File: src/rtl/clock_set_ctrl_pkg.sv
// clock_pkg
// Shared definitions for the time-setting controller: FSM state encoding,
// edit_field codes, field limits and small helpers for clamping captured
// values and wrapping incremented ones.
package clock_pkg;

  localparam int TIME_W = 6;

  localparam logic [TIME_W-1:0] HH_MAX = 6'd23;
  localparam logic [TIME_W-1:0] MS_MAX = 6'd59;

  typedef enum logic [2:0] {
    ST_RUN    = 3'd0,
    ST_SET_HH = 3'd1,
    ST_SET_MM = 3'd2,
    ST_SET_SS = 3'd3,
    ST_COMMIT = 3'd4
  } state_t;

  typedef enum logic [1:0] {
    FIELD_NONE = 2'd0,
    FIELD_HH   = 2'd1,
    FIELD_MM   = 2'd2,
    FIELD_SS   = 2'd3
  } field_t;

  // A live value beyond the field limit (e.g. a corrupted counter) is
  // replaced by 0 so editing always starts from a legal value.
  function automatic logic [TIME_W-1:0] clamp_field(input logic [TIME_W-1:0] v,
                                                    input logic [TIME_W-1:0] max_v);
    return (v > max_v) ? '0 : v;
  endfunction

  // Increment with wrap to 0 once the limit is reached.
  function automatic logic [TIME_W-1:0] wrap_inc(input logic [TIME_W-1:0] v,
                                                 input logic [TIME_W-1:0] max_v);
    return (v >= max_v) ? '0 : v + TIME_W'(1);
  endfunction

endpackage

File: src/rtl/clock_set_ctrl_rise_detect.sv
// rise_detect
// Registered rising-edge detector for a debounced, synchronous button level.
// Ports:
//   clk   - system clock, registers update on the falling edge
//   reset - asynchronous active-low reset
//   btn   - button level
//   rise  - one-cycle pulse, registered, one edge after the rise is sampled
module rise_detect (
  input  logic clk,
  input  logic reset,
  input  logic btn,
  output logic rise
);

  logic btn_q, btn_d;
  logic rise_q, rise_d;

  always_comb begin
    btn_d  = btn;
    rise_d = btn & ~btn_q;
  end

  always_ff @(negedge clk or negedge reset) begin
    if (!reset) begin
      btn_q  <= 1'b0;
      rise_q <= 1'b0;
    end else begin
      btn_q  <= btn_d;
      rise_q <= rise_d;
    end
  end

  assign rise = rise_q;

endmodule

File: src/rtl/clock_set_ctrl.sv
// clock_set_ctrl
// Tick scheduler and time-setting controller for the hh:mm:ss counter.
// Divides clk into a one-cycle tick_en, freezes it while the user edits the
// time with mode/inc buttons, and issues a one-cycle load when editing ends.
// Ports:
//   clk                    - system clock, registers update on the falling edge
//   reset                  - asynchronous active-low reset
//   mode_btn, inc_btn      - debounced button levels
//   cur_hh/cur_mm/cur_ss   - live time, captured when editing starts
//   tick_en                - one-cycle advance pulse to the counter
//   load                   - one-cycle strobe, counter takes set_*
//   set_hh/set_mm/set_ss   - edited time values
//   edit_field             - 0 none, 1 hh, 2 mm, 3 ss
module clock_set_ctrl
  import clock_pkg::*;
#(
  parameter int TICK_DIV = 50000000
) (
  input  logic              clk,
  input  logic              reset,
  input  logic              mode_btn,
  input  logic              inc_btn,
  input  logic [TIME_W-1:0] cur_hh,
  input  logic [TIME_W-1:0] cur_mm,
  input  logic [TIME_W-1:0] cur_ss,
  output logic              tick_en,
  output logic              load,
  output logic [TIME_W-1:0] set_hh,
  output logic [TIME_W-1:0] set_mm,
  output logic [TIME_W-1:0] set_ss,
  output logic [1:0]        edit_field
);

  localparam int PRESC_W = (TICK_DIV > 1) ? $clog2(TICK_DIV) : 1;
  localparam logic [PRESC_W-1:0] PRESC_LAST = PRESC_W'(TICK_DIV - 1);

  logic mode_rise, inc_rise;

  rise_detect u_mode_rise (
    .clk   (clk),
    .reset (reset),
    .btn   (mode_btn),
    .rise  (mode_rise)
  );

  rise_detect u_inc_rise (
    .clk   (clk),
    .reset (reset),
    .btn   (inc_btn),
    .rise  (inc_rise)
  );

  state_t              state_q, state_d;
  logic [PRESC_W-1:0]  presc_q, presc_d;
  logic                tick_q, tick_d;
  logic                load_q, load_d;
  logic [TIME_W-1:0]   set_hh_q, set_hh_d;
  logic [TIME_W-1:0]   set_mm_q, set_mm_d;
  logic [TIME_W-1:0]   set_ss_q, set_ss_d;
  field_t              edit_field_q, edit_field_d;

  // mode_rise is checked before inc_rise in every SET state so a
  // simultaneous increment is dropped.
  always_comb begin
    state_d  = state_q;
    presc_d  = presc_q;
    tick_d   = 1'b0;
    set_hh_d = set_hh_q;
    set_mm_d = set_mm_q;
    set_ss_d = set_ss_q;

    case (state_q)
      ST_RUN: begin
        if (mode_rise) begin
          // Leaving RUN: the prescaler holds and no tick is issued, so
          // tick_en can never appear in a SET state.
          state_d  = ST_SET_HH;
          set_hh_d = clamp_field(cur_hh, HH_MAX);
          set_mm_d = clamp_field(cur_mm, MS_MAX);
          set_ss_d = clamp_field(cur_ss, MS_MAX);
        end else if (presc_q == PRESC_LAST) begin
          tick_d  = 1'b1;
          presc_d = '0;
        end else begin
          presc_d = presc_q + PRESC_W'(1);
        end
      end
      ST_SET_HH: begin
        if (mode_rise)     state_d  = ST_SET_MM;
        else if (inc_rise) set_hh_d = wrap_inc(set_hh_q, HH_MAX);
      end
      ST_SET_MM: begin
        if (mode_rise)     state_d  = ST_SET_SS;
        else if (inc_rise) set_mm_d = wrap_inc(set_mm_q, MS_MAX);
      end
      ST_SET_SS: begin
        if (mode_rise)     state_d  = ST_COMMIT;
        else if (inc_rise) set_ss_d = wrap_inc(set_ss_q, MS_MAX);
      end
      ST_COMMIT: begin
        // Restart the prescaler so the first tick comes a full period later.
        state_d = ST_RUN;
        presc_d = '0;
      end
      default: begin
        state_d = ST_RUN;
        presc_d = '0;
      end
    endcase

    // load and edit_field are registered from the next state so they line
    // up with the state they describe.
    load_d = (state_d == ST_COMMIT);
    case (state_d)
      ST_SET_HH: edit_field_d = FIELD_HH;
      ST_SET_MM: edit_field_d = FIELD_MM;
      ST_SET_SS: edit_field_d = FIELD_SS;
      default:   edit_field_d = FIELD_NONE;
    endcase
  end

  always_ff @(negedge clk or negedge reset) begin
    if (!reset) begin
      state_q      <= ST_RUN;
      presc_q      <= '0;
      tick_q       <= 1'b0;
      load_q       <= 1'b0;
      set_hh_q     <= '0;
      set_mm_q     <= '0;
      set_ss_q     <= '0;
      edit_field_q <= FIELD_NONE;
    end else begin
      state_q      <= state_d;
      presc_q      <= presc_d;
      tick_q       <= tick_d;
      load_q       <= load_d;
      set_hh_q     <= set_hh_d;
      set_mm_q     <= set_mm_d;
      set_ss_q     <= set_ss_d;
      edit_field_q <= edit_field_d;
    end
  end

  assign tick_en    = tick_q;
  assign load       = load_q;
  assign set_hh     = set_hh_q;
  assign set_mm     = set_mm_q;
  assign set_ss     = set_ss_q;
  assign edit_field = edit_field_q;

endmodule

File: config.mk
export PLATFORM = sky130hd
export DESIGN_NAME = clock_set_ctrl
export DESIGN_NICKNAME = d
export VERILOG_FILES = /design/src/rtl/clock_set_ctrl_pkg.sv /design/src/rtl/clock_set_ctrl_rise_detect.sv /design/src/rtl/clock_set_ctrl.sv
export SDC_FILE = /design/constraint.sdc
export NUM_CORES = 1
export LEC_CHECK = 0
export CAP_MARGIN = 20
export CELL_PAD_IN_SITES_DETAIL_PLACEMENT = 1
export CELL_PAD_IN_SITES_GLOBAL_PLACEMENT = 2
export CORE_MARGIN = 3
export CORE_UTILIZATION = 30
export CTS_CLUSTER_DIAMETER = 80
export DETAILED_ROUTE_END_ITERATION = 6
export GPL_TIMING_DRIVEN = 0
export PLACE_DENSITY_LB_ADDON = 0.2
export SKIP_CTS_REPAIR_TIMING = 1
export SYNTH_ARGS = -nofsm -noshare
export SYNTH_HDL_FRONTEND = slang
export SYNTH_SLANG_ARGS = --single-unit
File: constraint.sdc
create_clock -name clk -period 2.2 [get_ports clk]
set_clock_uncertainty 0.05 [all_clocks]
set_input_delay 0.44 -clock clk [delete_from_list [all_inputs] [get_ports clk]]
set_output_delay 0.44 -clock clk [all_outputs]
set_load 0.02 [all_outputs]
## After elaboration in Yosys (flattened, before gate mapping)

Cells that the tools add are included.

- Bits in registers: 55
- Latch bits: 0
- RAM bits: 0
- ROM bits: 0
- Input port bits: 22
- Logic and storage cells: 82
- Memories kept: 0

- Add/sub/neg operators: 4
- Multipliers: 0
- Divide/modulo/power cells: 0
- Order comparisons: 6
- Equality and inequality tests: 16
- Shift-type cells: 0
- Mux-type cells: 30
- Bitwise operators: 5
- Reduce and logical (&&, ||, !) cells: 9

Operators with widths:

| operator | count |
|---|---|
| $mux W6 | 15 |
| $mux W26 | 2 |
| $pmux W26 S2 | 1 |
| $pmux W6 S2 | 3 |
| $add A26 B1 Y26 const B | 1 |
| $eq A26 B26 Y1 const B | 1 |
| $add A6 B1 Y6 const B | 3 |
| $eq A3 B2 Y1 const B | 4 |
| $ge A6 B6 Y1 const B | 2 |
| $gt A6 B6 Y1 const B | 2 |
| $mux W3 | 4 |
| $pmux W3 S4 | 1 |
| $reduce_and A4 Y1 | 3 |
| $ne A2 B1 Y1 const B | 4 |
| $ne A2 B2 Y1 const B | 4 |
| $eq A3 B1 Y1 const B | 2 |
| $ge A6 B5 Y1 const B | 1 |
| $gt A6 B5 Y1 const B | 1 |
| $pmux W2 S3 | 1 |
| $reduce_bool A2 Y1 | 3 |
| $eq A3 B3 Y1 const B | 1 |
| $logic_not A3 Y1 | 1 |
| $mux W1 | 3 |
| $not A1 Y1 | 3 |
| 3 further kinds | 4 |

## Depth between registers and ports, before layout

- Depth after elaboration: 5
- Mapped depth: 8

## By module

From an unflattened synthesis, not the netlist that was laid out.

- Cells, all modules: 328
- Area total of the unflattened synthesis: 3090.5 um2

By module, submodules not included:

| module | instances | cells an instance | area an instance (um2) | seq. area each (um2) |
|---|---|---|---|---|
| clock_set_ctrl | 1 | 322 | 2962.8 | 1276.2 |
| rise_detect | 2 | 3 | 63.8 | 50.0 |

==> flow_summary.ini <==
[run_status]
status = finished, violations left
failed_checks = negative setup slack

[synthesis]
synth-seq-area-share_pct = 45.2
synth_ff_type = dfrtn_1
syn-cell-area_um2 = 3040
ys_seq_elements = 55
async_flop_share_pct = 100
syn_avg_cell_area_um2 = 8.89
synth-edff-count = 0
synthesis.nets = 368
ys_types = 54
synthTopCellsByArea = dfrtn_1 (45%), a21oi_1 (5.3%), o21ai_0 (4.8%)
netlist.area_leader.share_pct = 45.2
yosys.area.top_type = dfrtn_1
synth_cells = 342
yosys_warnings = 0

[critical_path]
ff2ff_path_depth = 8
path_class = reg2out
crit_buf_inv = 1
required_ps = 1710
slowest_delay_ps = 500
crit_fanout = 5
worst_setup_path_start_kind = flop
path_delay_family = flip-flops
crit_slowest_cell = dfrtn_1
arrival_ps = 2060
r2r-end = presc_q[10]
r2r_slack_ps = -140
crit_chain = buf_6
end_kind = primary output
r2r_start = presc_q[16]

[sta]
finalHoldViolations = 0
max_slew_margin_pct = 59.2
slew_violations = 0
worst_pin_slew_ps = 607
setup_viol = 41
rsz0062_at_grt = true
final.setup.tns_ps = -7700
timing.final.ws_setup_ps = -346

[route]
drt_iter0_drc = 98
drcViolationCount = 0
drt_first_pass_iters = 4
via_per_inst = 5.32
drt_wl_total_um = 9720
num_vias = 3067
ant_nets = 0
wl_per_cell_um = 16.8

[power_and_ir_drop]
vdd_ir_drop_max_mv = 0.424
report.power.total_w = 0.00475
power_density_nw_per_um2 = 1070
leakage_nw = 1.92

[clock_network]
clock_latency_ps = 310
cts_buffers = 5
h-tree-depth = 2
path_clk_slew_ps = 60
clockBufferDepth = 2
cts.sinks = 55
tritoncts = yes
root_buffer = clkbuf_8

[placement]
hpwlAfterDp_um = 6320
place_area_um2 = 3690
place_ws_ps = -893
finalWeightedCongestion = 0.773
port-buffer-count = 43

[grt]
grt_overflow = 0
met3_usage_pct = 2.23
grtUsageTotal_pct = 16.2
top_usage_layer = met2
grt_pass1_vias = 2892
gr-usage-met2_pct = 26.0
grt_first_pass_wirelength_um = 15000
grt_max_degree = 33
met1_usage_pct = 23.0
antenna_found_initial = 0

[layout]
diodes = 0
final.fill_count = 1166
fin_nets = 469
drive_gt1_share_pct = 30.9
stdcell_area_um2 = 4440
syn_to_final_growth_pct = 46.0

[floorplanning]
rows = 36
dieArea_um2 = 11400
core-area_um2 = 9820
die_h_um = 107
ios = 44
die_w_um = 107
initial_core_util_pct = 31.0

[min_path]
worstHoldStart = u_inc_rise.btn_q
hold_path_class = reg2reg
worstHoldPathCells = 1
min_to = u_inc_rise.rise

[job]
drv_cap = 0
layout make-up:
type	instances	area [um^2]	area share [%]
Buffer	15	95.1	2.14
Multi-Input combinational cell	263	1780	40.1
Timing Repair Buffer	94	890	20.0
Sequential cell	55	1380	31.0
Inverter	9	33.8	0.761
Clock buffer	8	100	2.25
Tap cell	133	166	3.75
sequential cells by signal, summed over array words and instances (netlist names):
signal             flops
presc_q               26
set_hh                 6
set_mm                 6
set_ss                 6
state_q                3
edit_field             2
load                   1
tick_en                1
u_inc_rise.btn_q       1
u_inc_rise.rise        1
u_mode_rise.btn_q      1
u_mode_rise.rise       1
synthesized netlist by cell type (5+ instances only):
| library cell | instances |
|---|---|
| inv_1 | 9 |
| nand4_1 | 10 |
| a21oi_1 | 32 |
| nand3_1 | 20 |
| nor2_1 | 25 |
| dfrtn_1 | 55 |
| clkbuf_1 | 9 |
| a31oi_1 | 19 |
| nand2_1 | 36 |
| nor2b_1 | 6 |
| and3_1 | 6 |
| a41oi_1 | 5 |
| nor3_1 | 9 |
| o21ai_0 | 29 |
logic make-up (layout without fill, tap and decap cells):
group / Yosys count / after routing / share of synthesized area, %
adder cells (fa/ha/maj): 4 / 4 / 1.65
AO/OA/AOI/OAI: 110 / 110 / 22.1
flip-flops: 55 / 55 / 45.2
buffers and inverters: 24 / 126 / 3.91
multiplexers: 2 / 2 / 0.658
AND/OR/NAND/NOR: 144 / 144 / 25.5
XOR/XNOR: 3 / 3 / 0.864
report_power, final:
group | leakage [nW] | total, W | internal (W) | switching, W
clock | 0.0515 | 0.000637 | 0.000289 | 0.000349
combinational | 1.14 | 0.00262 | 0.00128 | 0.00134
sequential | 0.725 | 0.00149 | 0.00125 | 0.000238
per-layer routing:
layer / routed length, um / up-vias
li1: - / 1476
met1: 4650 / 1536
met2: 4670 / 47
met3: 297 / 8
met4: 109 / 0
met5: 0 / -
through the flow:
| step | std cells | utilization [%] | hold WS, ps |
|---|---|---|---|
| after CTS | 527 | 38.6 | 299 |
| after global routing | 577 | 45.2 | 309 |
| final | 577 | 45.2 | 296 |
| after global placement | 518 | 37.4 | 291 |
| after floorplan | 342 | - | 281 |
| after detailed placement | 519 | 37.6 | 298 |
worst max-delay path by stage:
stage | start | to | slack [ps] | cells after the start
floorplan | cur_mm[2] | set_mm[5] | -200 | 5
global placement | reset | set_hh[0] | -2300 | 1
detailed placement | cur_mm[5] | set_mm[5] | -890 | 6
CTS | set_ss[2] | set_ss[2] | -880 | 1
global route | set_ss[2] | set_ss[2] | -380 | 1
finish | set_ss[2] | set_ss[2] | -350 | 1
placed cells by master, fill, tap and decap left out, types with 9 or more instances in the layout:
master           count
a21oi_1             25
a31oi_1             17
buf_4               44
buf_6               32
clkdlybuf4s50_1      9
dfrtn_1             55
inv_1                9
nand2_1             29
nand3_1             18
nand4_1             10
nor2_1              24
o21ai_0             24
Note: power is estimated with default switching activity, not from simulation.
